==> config.mk <==
export PLATFORM = sky130hd
export DESIGN_NAME = reservation_station_flat
export DESIGN_NICKNAME = d
export VERILOG_FILES = /design/src/rtl/reservation_station_if.sv /design/src/rtl/reservation_station.sv /design/src/flat_wrapper.sv
export SDC_FILE = /design/constraint.sdc
export NUM_CORES = 2
export LEC_CHECK = 0
export ABC_AREA = 1
export CAP_MARGIN = 20
export CORE_MARGIN = 3
export CORE_UTILIZATION = 47
export CTS_BUF_LIST = sky130_fd_sc_hd__clkbuf_8
export CTS_CLUSTER_DIAMETER = 200
export DETAILED_ROUTE_END_ITERATION = 7
export PLACE_DENSITY = 0.74
export SETUP_SLACK_MARGIN = 0.3
export SKIP_LAST_GASP = 1
export SYNTH_ARGS = -nofsm -noshare
export SYNTH_HDL_FRONTEND = slang
export SYNTH_SLANG_ARGS = --single-unit
==> constraint.sdc <==
create_clock -name clk -period 23.7 [get_ports clk]
set_input_delay 5.925 -clock clk [delete_from_list [all_inputs] [get_ports clk]]
set_output_delay 5.925 -clock clk [all_outputs]
set_load 0.005 [all_outputs]
==> src/rtl/reservation_station_if.sv <==
// Dispatch, wakeup and issue signals between the front end, the reservation
// station and fu_wrapper's issue port.
interface reservation_station_if #(
    parameter int SS        = 2,
    parameter int RS_DEPTH  = 8,
    parameter int PREG_W    = 6,
    parameter int PAYLOAD_W = 128
);
    localparam int FC_W = $clog2(RS_DEPTH) + 1;

    logic [SS-1:0]                dispatch_valid;
    logic [SS-1:0][PAYLOAD_W-1:0] dispatch_payload;
    logic [SS-1:0][PREG_W-1:0]    dispatch_rs1_preg;
    logic [SS-1:0][PREG_W-1:0]    dispatch_rs2_preg;
    logic [SS-1:0]                dispatch_rs1_ready;
    logic [SS-1:0]                dispatch_rs2_ready;
    logic                         dispatch_ready;

    logic [SS-1:0]                cdb_valid;
    logic [SS-1:0][PREG_W-1:0]    cdb_preg;

    logic                         fu_ready;
    logic                         issue_valid;
    logic [PAYLOAD_W-1:0]         issue_payload;
    logic [PREG_W-1:0]            issue_rs1_preg;
    logic [PREG_W-1:0]            issue_rs2_preg;
    logic [FC_W-1:0]              free_count;

    modport master (
        output dispatch_valid, dispatch_payload, dispatch_rs1_preg, dispatch_rs2_preg,
        output dispatch_rs1_ready, dispatch_rs2_ready, cdb_valid, cdb_preg, fu_ready,
        input  dispatch_ready, issue_valid, issue_payload, issue_rs1_preg, issue_rs2_preg,
        input  free_count
    );

    modport slave (
        input  dispatch_valid, dispatch_payload, dispatch_rs1_preg, dispatch_rs2_preg,
        input  dispatch_rs1_ready, dispatch_rs2_ready, cdb_valid, cdb_preg, fu_ready,
        output dispatch_ready, issue_valid, issue_payload, issue_rs1_preg, issue_rs2_preg,
        output free_count
    );
endinterface

==> src/rtl/reservation_station.sv <==
// Unified issue queue: holds renamed instructions until both sources are
// ready (cdb wakeup), then issues the lowest-indexed ready entry per cycle.
module reservation_station #(
    parameter int SS        = 2,
    parameter int RS_DEPTH  = 8,
    parameter int PREG_W    = 6,
    parameter int PAYLOAD_W = 128
) (
    input  logic                  clk,
    input  logic                  rst,
    input  logic                  flush,
    reservation_station_if.slave  rs
);
    localparam int IDX_W = $clog2(RS_DEPTH);
    localparam int FC_W  = IDX_W + 1;

    typedef struct packed {
        logic [PAYLOAD_W-1:0] payload;
        logic [PREG_W-1:0]    rs1;
        logic [PREG_W-1:0]    rs2;
    } entry_data_t;

    entry_data_t             data_q [RS_DEPTH];
    logic [RS_DEPTH-1:0]     valid_q;
    logic [RS_DEPTH-1:0]     rs1_rdy_q;
    logic [RS_DEPTH-1:0]     rs2_rdy_q;
    logic [FC_W-1:0]         free_count_q;

    logic                    issue_valid_q;
    logic [PAYLOAD_W-1:0]    issue_payload_q;
    logic [PREG_W-1:0]       issue_rs1_q;
    logic [PREG_W-1:0]       issue_rs2_q;

    logic                    dispatch_ready;
    logic                    accept;
    logic                    sel_found;
    logic [IDX_W-1:0]        sel_idx;
    logic                    do_issue;
    logic [SS-1:0]           lane_alloc;
    logic [SS-1:0][IDX_W-1:0] alloc_idx;
    logic [RS_DEPTH-1:0]     taken;
    logic [RS_DEPTH-1:0]     valid_next;
    logic [FC_W-1:0]         n_alloc;
    logic                    found;

    // A tag is satisfied by preg 0 or by any same-cycle broadcast of it.
    function automatic logic cdb_hit(input logic [PREG_W-1:0]         tag,
                                     input logic [SS-1:0]             cv,
                                     input logic [SS-1:0][PREG_W-1:0] cp);
        logic hit;
        hit = (tag == '0);
        for (int j = 0; j < SS; j++) begin
            if (cv[j] && (cp[j] == tag)) hit = 1'b1;
        end
        return hit;
    endfunction

    assign dispatch_ready = (free_count_q >= FC_W'(SS));
    assign accept         = dispatch_ready && !flush;

    // Select works on registered state only, so a broadcast never issues in its own cycle.
    always_comb begin
        // NOTE: every combinational output gets a default first so no path infers a latch.
        sel_found = 1'b0;
        sel_idx   = '0;
        for (int i = RS_DEPTH - 1; i >= 0; i--) begin
            if (valid_q[i] && rs1_rdy_q[i] && rs2_rdy_q[i]) begin
                sel_found = 1'b1;
                sel_idx   = IDX_W'(i);
            end
        end
    end

    assign do_issue = rs.fu_ready && sel_found && !flush;

    // Lanes claim the lowest free entries in lane order; an entry issued this
    // cycle is still marked taken, so it is reused only from the next cycle.
    always_comb begin
        taken      = valid_q;
        lane_alloc = '0;
        alloc_idx  = '0;
        n_alloc    = '0;
        found      = 1'b0;
        for (int l = 0; l < SS; l++) begin
            found = 1'b0;
            if (accept && rs.dispatch_valid[l]) begin
                for (int i = 0; i < RS_DEPTH; i++) begin
                    if (!found && !taken[i]) begin
                        found        = 1'b1;
                        alloc_idx[l] = IDX_W'(i);
                    end
                end
                if (found) begin
                    lane_alloc[l]       = 1'b1;
                    taken[alloc_idx[l]] = 1'b1;
                    n_alloc             = n_alloc + FC_W'(1);
                end
            end
        end
    end

    always_comb begin
        valid_next = valid_q;
        if (do_issue) valid_next[sel_idx] = 1'b0;
        for (int l = 0; l < SS; l++) begin
            if (lane_alloc[l]) valid_next[alloc_idx[l]] = 1'b1;
        end
    end

    always_ff @(posedge clk or negedge rst) begin
        if (!rst) begin
            // NOTE: sequential state uses non-blocking assignments so every register samples pre-edge values.
            valid_q         <= '0;
            free_count_q    <= FC_W'(RS_DEPTH);
            issue_valid_q   <= 1'b0;
            issue_payload_q <= '0;
            issue_rs1_q     <= '0;
            issue_rs2_q     <= '0;
        end else if (flush) begin
            valid_q       <= '0;
            free_count_q  <= FC_W'(RS_DEPTH);
            issue_valid_q <= 1'b0;
        end else begin
            valid_q       <= valid_next;
            free_count_q  <= free_count_q - n_alloc + FC_W'(do_issue);
            issue_valid_q <= do_issue;
            if (do_issue) begin
                issue_payload_q <= data_q[sel_idx].payload;
                issue_rs1_q     <= data_q[sel_idx].rs1;
                issue_rs2_q     <= data_q[sel_idx].rs2;
            end
        end
    end

    // NOTE: entry storage has no reset; valid_q alone qualifies its contents.
    always_ff @(posedge clk) begin
        for (int i = 0; i < RS_DEPTH; i++) begin
            rs1_rdy_q[i] <= rs1_rdy_q[i] | cdb_hit(data_q[i].rs1, rs.cdb_valid, rs.cdb_preg);
            rs2_rdy_q[i] <= rs2_rdy_q[i] | cdb_hit(data_q[i].rs2, rs.cdb_valid, rs.cdb_preg);
        end
        for (int l = 0; l < SS; l++) begin
            if (lane_alloc[l]) begin
                data_q[alloc_idx[l]]    <= '{payload: rs.dispatch_payload[l],
                                             rs1:     rs.dispatch_rs1_preg[l],
                                             rs2:     rs.dispatch_rs2_preg[l]};
                rs1_rdy_q[alloc_idx[l]] <= rs.dispatch_rs1_ready[l]
                                           | cdb_hit(rs.dispatch_rs1_preg[l], rs.cdb_valid, rs.cdb_preg);
                rs2_rdy_q[alloc_idx[l]] <= rs.dispatch_rs2_ready[l]
                                           | cdb_hit(rs.dispatch_rs2_preg[l], rs.cdb_valid, rs.cdb_preg);
            end
        end
    end

    assign rs.dispatch_ready = dispatch_ready;
    assign rs.free_count     = free_count_q;
    assign rs.issue_valid    = issue_valid_q;
    assign rs.issue_payload  = issue_payload_q;
    assign rs.issue_rs1_preg = issue_rs1_q;
    assign rs.issue_rs2_preg = issue_rs2_q;

    // Dispatching into a station that has not signalled room is a front-end bug.
    dispatch_protocol: assert property (@(posedge clk) disable iff (!rst)
        !((|rs.dispatch_valid) && !dispatch_ready));

endmodule

==> src/flat_wrapper.sv <==
// flat-port wrapper written by rule: the top's interface ports become plain ports
module reservation_station_flat 
#(
    parameter int SS        = 2,
    parameter int RS_DEPTH  = 8,
    parameter int PREG_W    = 6,
    parameter int PAYLOAD_W = 128
)
  (clk, rst, flush, rs_dispatch_valid, rs_dispatch_payload, rs_dispatch_rs1_preg, rs_dispatch_rs2_preg, rs_dispatch_rs1_ready, rs_dispatch_rs2_ready, rs_cdb_valid, rs_cdb_preg, rs_fu_ready, rs_dispatch_ready, rs_issue_valid, rs_issue_payload, rs_issue_rs1_preg, rs_issue_rs2_preg, rs_free_count);
  reservation_station_if #(.SS(SS), .RS_DEPTH(RS_DEPTH), .PREG_W(PREG_W), .PAYLOAD_W(PAYLOAD_W)) rs_i ();
  input  logic clk;
  input  logic rst;
  input  logic flush;
  input wire logic [$bits(rs_i.dispatch_valid)-1:0] rs_dispatch_valid;
  input wire logic [$bits(rs_i.dispatch_payload)-1:0] rs_dispatch_payload;
  input wire logic [$bits(rs_i.dispatch_rs1_preg)-1:0] rs_dispatch_rs1_preg;
  input wire logic [$bits(rs_i.dispatch_rs2_preg)-1:0] rs_dispatch_rs2_preg;
  input wire logic [$bits(rs_i.dispatch_rs1_ready)-1:0] rs_dispatch_rs1_ready;
  input wire logic [$bits(rs_i.dispatch_rs2_ready)-1:0] rs_dispatch_rs2_ready;
  input wire logic [$bits(rs_i.cdb_valid)-1:0] rs_cdb_valid;
  input wire logic [$bits(rs_i.cdb_preg)-1:0] rs_cdb_preg;
  input wire logic [$bits(rs_i.fu_ready)-1:0] rs_fu_ready;
  output wire logic [$bits(rs_i.dispatch_ready)-1:0] rs_dispatch_ready;
  output wire logic [$bits(rs_i.issue_valid)-1:0] rs_issue_valid;
  output wire logic [$bits(rs_i.issue_payload)-1:0] rs_issue_payload;
  output wire logic [$bits(rs_i.issue_rs1_preg)-1:0] rs_issue_rs1_preg;
  output wire logic [$bits(rs_i.issue_rs2_preg)-1:0] rs_issue_rs2_preg;
  output wire logic [$bits(rs_i.free_count)-1:0] rs_free_count;
  assign rs_i.dispatch_valid = rs_dispatch_valid;
  assign rs_i.dispatch_payload = rs_dispatch_payload;
  assign rs_i.dispatch_rs1_preg = rs_dispatch_rs1_preg;
  assign rs_i.dispatch_rs2_preg = rs_dispatch_rs2_preg;
  assign rs_i.dispatch_rs1_ready = rs_dispatch_rs1_ready;
  assign rs_i.dispatch_rs2_ready = rs_dispatch_rs2_ready;
  assign rs_i.cdb_valid = rs_cdb_valid;
  assign rs_i.cdb_preg = rs_cdb_preg;
  assign rs_i.fu_ready = rs_fu_ready;
  assign rs_dispatch_ready = rs_i.dispatch_ready;
  assign rs_issue_valid = rs_i.issue_valid;
  assign rs_issue_payload = rs_i.issue_payload;
  assign rs_issue_rs1_preg = rs_i.issue_rs1_preg;
  assign rs_issue_rs2_preg = rs_i.issue_rs2_preg;
  assign rs_free_count = rs_i.free_count;
  reservation_station #(.SS(SS), .RS_DEPTH(RS_DEPTH), .PREG_W(PREG_W), .PAYLOAD_W(PAYLOAD_W)) u_core (.clk(clk), .rst(rst), .flush(flush), .rs(rs_i));
endmodule
==> run metrics <==
hold slack final=0.4790 ns; Syn Std Cell Area=65,250 sq um; min setup slack post-route=13.04 ns; core area=137,700 sq um; Final ANT Viol Nets=0; outcome=completed; DP HPWL=127,000 microns; worst-path maximum fanout=108; placed cell count=8,854; Iteration-0 DRC Markers=7,236; Startpoint Class=input pin; share of flip-flops with an asynchronous set or reset=11.87%; RSZ-0062 raised after global routing=no; clock sink count=1,289; Worst Setup End Kind=register; chip width=378.6 microns; Max VDD drop=0.08198 mV; first-pass GRT wire length=322,300 microns; Total Wirelength=217,200 microns; H-Tree Depth=4; CP Class=input pin to register; layout cells sized above 1=5.688%; Power Dens Cells=77.42 nW/um^2; total gr overflow=0; fmax=93.84 MHz; worst clock skew=0.09587 ns; Worst R2R Path Depth=15; most common cell after layout, fill and taps aside=nand2_1; minimum clock period=10.66 ns; CTS tree=yes; TritonCTS buffer count=209; die area=143,300 sq um; multiplexer area fraction after synthesis=0%; Initial Util=47.40%; Mapped Cells=7,047; Die H=378.6 microns; clock slew at reported path FFs=0.06 ns; largest family of logic cells by synthesized area=simple AND/OR/NAND/NOR gates; Port-buffer cells=449; post-CTS setup buffers=0; post-place setup slack=12.12 ns; Synth Area in Adders=0.1649%; Final period util=44.96%; worst path arrival time=11.19 ns; Area Overhead vs Synth=14.30%; Post-synth EDFFs=1,120; drt drc=0; final net count=7,585; TNS Setup=0 ns; Hold-fix buffers, CTS=0; io pins=450; vias in the first global route=53.51k; Syn. warnings=0; Hold WC Path Type=register to register; Synth Area in Compound Gates=14.75%; max_cap viols=0; Net Count, Synth=7,359; Worst Path Required=24.23 ns; worst-margin pin slew=1.338 ns; CTS Root Cell=clkbuf_8; Clock Latency Late Sink=0.99 ns; Seq/Total Area, Yosys=57.90%; post-CTS sizing=0; slew margin rel.=10.82%; GPL Wtd Cong=0.9454; Leak=29.25 nW; number of failing hold endpoints at the final stage=0; Via density=5.990; Clock Tree Buf Depth=3; Final Max Tran Viols=0; simple-gate share of the synthesized area=18.60%; Total GRT Usage=29.66%; Hold Path Depth=2; most frequent cells in the layout=nand2_1 (1,951), edfxtp_1 (1,120), inv_1 (735); Routed WL per cell=23.42 microns; Final Setup Violations=0; fillers=11.98k; count of cell types in the netlist=54; vias after detailed routing=55.54k; XOR/XNOR share of the synthesized area=0.8456%; row count=136; Post-Layout Cell Count=9,272; Seq cells post-synth=1,289; drt first pass iters=6; initial antenna violation count=28; Tot Pwr=5.774 mW; most common flop cell mapped by yosys=edfxtp_1; largest net degree at the start of global routing=189; syn_area_per_cell=9.259 sq um
## area by class of cell
class | count | area (sq um) | share of cell area, %
Antenna cell | 24 | 60.06 | 0.08052
Clock buffer | 248 | 3413 | 4.576
Clock inverter | 144 | 753.2 | 1.010
Inverter | 677 | 2579 | 3.458
Multi-Input combinational cell | 4566 | 22560 | 30.25
Sequential cell | 1289 | 37780 | 50.66
Tap cell | 1794 | 2245 | 3.010
Timing Repair Buffer | 530 | 5191 | 6.960
## registers in the layout, summed over array words and instances, names as in the netlist
register	flops
u_core.data_q	1120
u_core.rs.free_count	4
u_core.rs.issue_payload	128
u_core.rs.issue_rs1_preg	6
u_core.rs.issue_rs2_preg	6
u_core.rs.issue_valid	1
u_core.rs1_rdy_q	8
u_core.rs2_rdy_q	8
u_core.valid_q	8
## worst paths after layout
check | startpoint | to | slack [ns]
worst max register to register | u_core.rs.free_count[3] | u_core.data_q[4][57] | 18.13
worst min register to register | u_core.rs.issue_payload[59] | u_core.rs.issue_payload[59] | 0.48
max in group asynchronous | rst | u_core.rs.issue_payload[58] | 16.94
worst max-delay path | flush | u_core.data_q[4][57] | 13.04
min in group asynchronous | rst | u_core.valid_q[1] | 4.92
worst min-delay path | u_core.rs.issue_payload[59] | u_core.rs.issue_payload[59] | 0.48
## cell usage after synthesis, drive strengths merged, types with 10 or more instances
master | n | area [sq um]
nand2 | 1967 | 7413
o21ai | 1195 | 5996
edfxtp | 1120 | 33630
inv | 669 | 2516
nand3 | 464 | 2375
buf | 300 | 1699
nand4 | 260 | 1627
a22o | 230 | 2014
clkbuf | 215 | 808.3
dfrtp | 152 | 3804
o22ai | 79 | 494.2
nor2 | 76 | 312.8
a21oi | 42 | 214.0
nor4 | 36 | 225.2
o2111ai | 36 | 315.3
xor2 | 35 | 306.5
a31oi | 31 | 193.9
xnor2 | 28 | 245.2
nor3 | 22 | 110.1
a221oi | 19 | 166.4
dfxtp | 16 | 320.3
o211ai | 10 | 75.07
## worst max-delay path, stage by stage
cell             delay [ns]
clkdlybuf4s50_1        0.71
inv_2                  0.24
nand3_4                0.22
nand2_1                0.16
nand2_1                0.08
nor2_1                 0.13
nand3_1                0.10
a41oi_1                0.37
nand2_2                0.23
nor2_2                 0.38
nand2_8                0.48
nand2_4                0.73
buf_4                  0.66
buf_4                  0.61
## stage by stage
stage,utilization (%),instance area (sq um)
2_1_floorplan,-,65250
3_3_place_gp,51.07,70310
3_5_place_dp,51.07,70310
4_1_cts,54.10,74480
5_1_grt,54.15,74540
6_report,54.18,74580
## routing by layer
layer | GRT usage [%] | wire length [microns] | vias to the layer above
li1 | - | - | 25150
met1 | 38.87 | 82700 | 26200
met2 | 46.62 | 98520 | 3610
met3 | 7.494 | 27520 | 571
met4 | 13.19 | 8377 | 12
met5 | 0 | 80 | -
## logic make-up after synthesis
kind of cell	count (synthesis)
flip-flops	1289
adder cells (fa/ha/maj)	8
XOR/XNOR	63
AO/OA/AOI/OAI	1660
AND/OR/NAND/NOR	2835
buffers and inverters	1192
## power breakdown
group          switching [mW]  internal (mW)
combinational           0.594          0.434
clock                   0.937          0.987
sequential              0.104           2.72
Note: power is estimated with default switching activity, not from simulation.
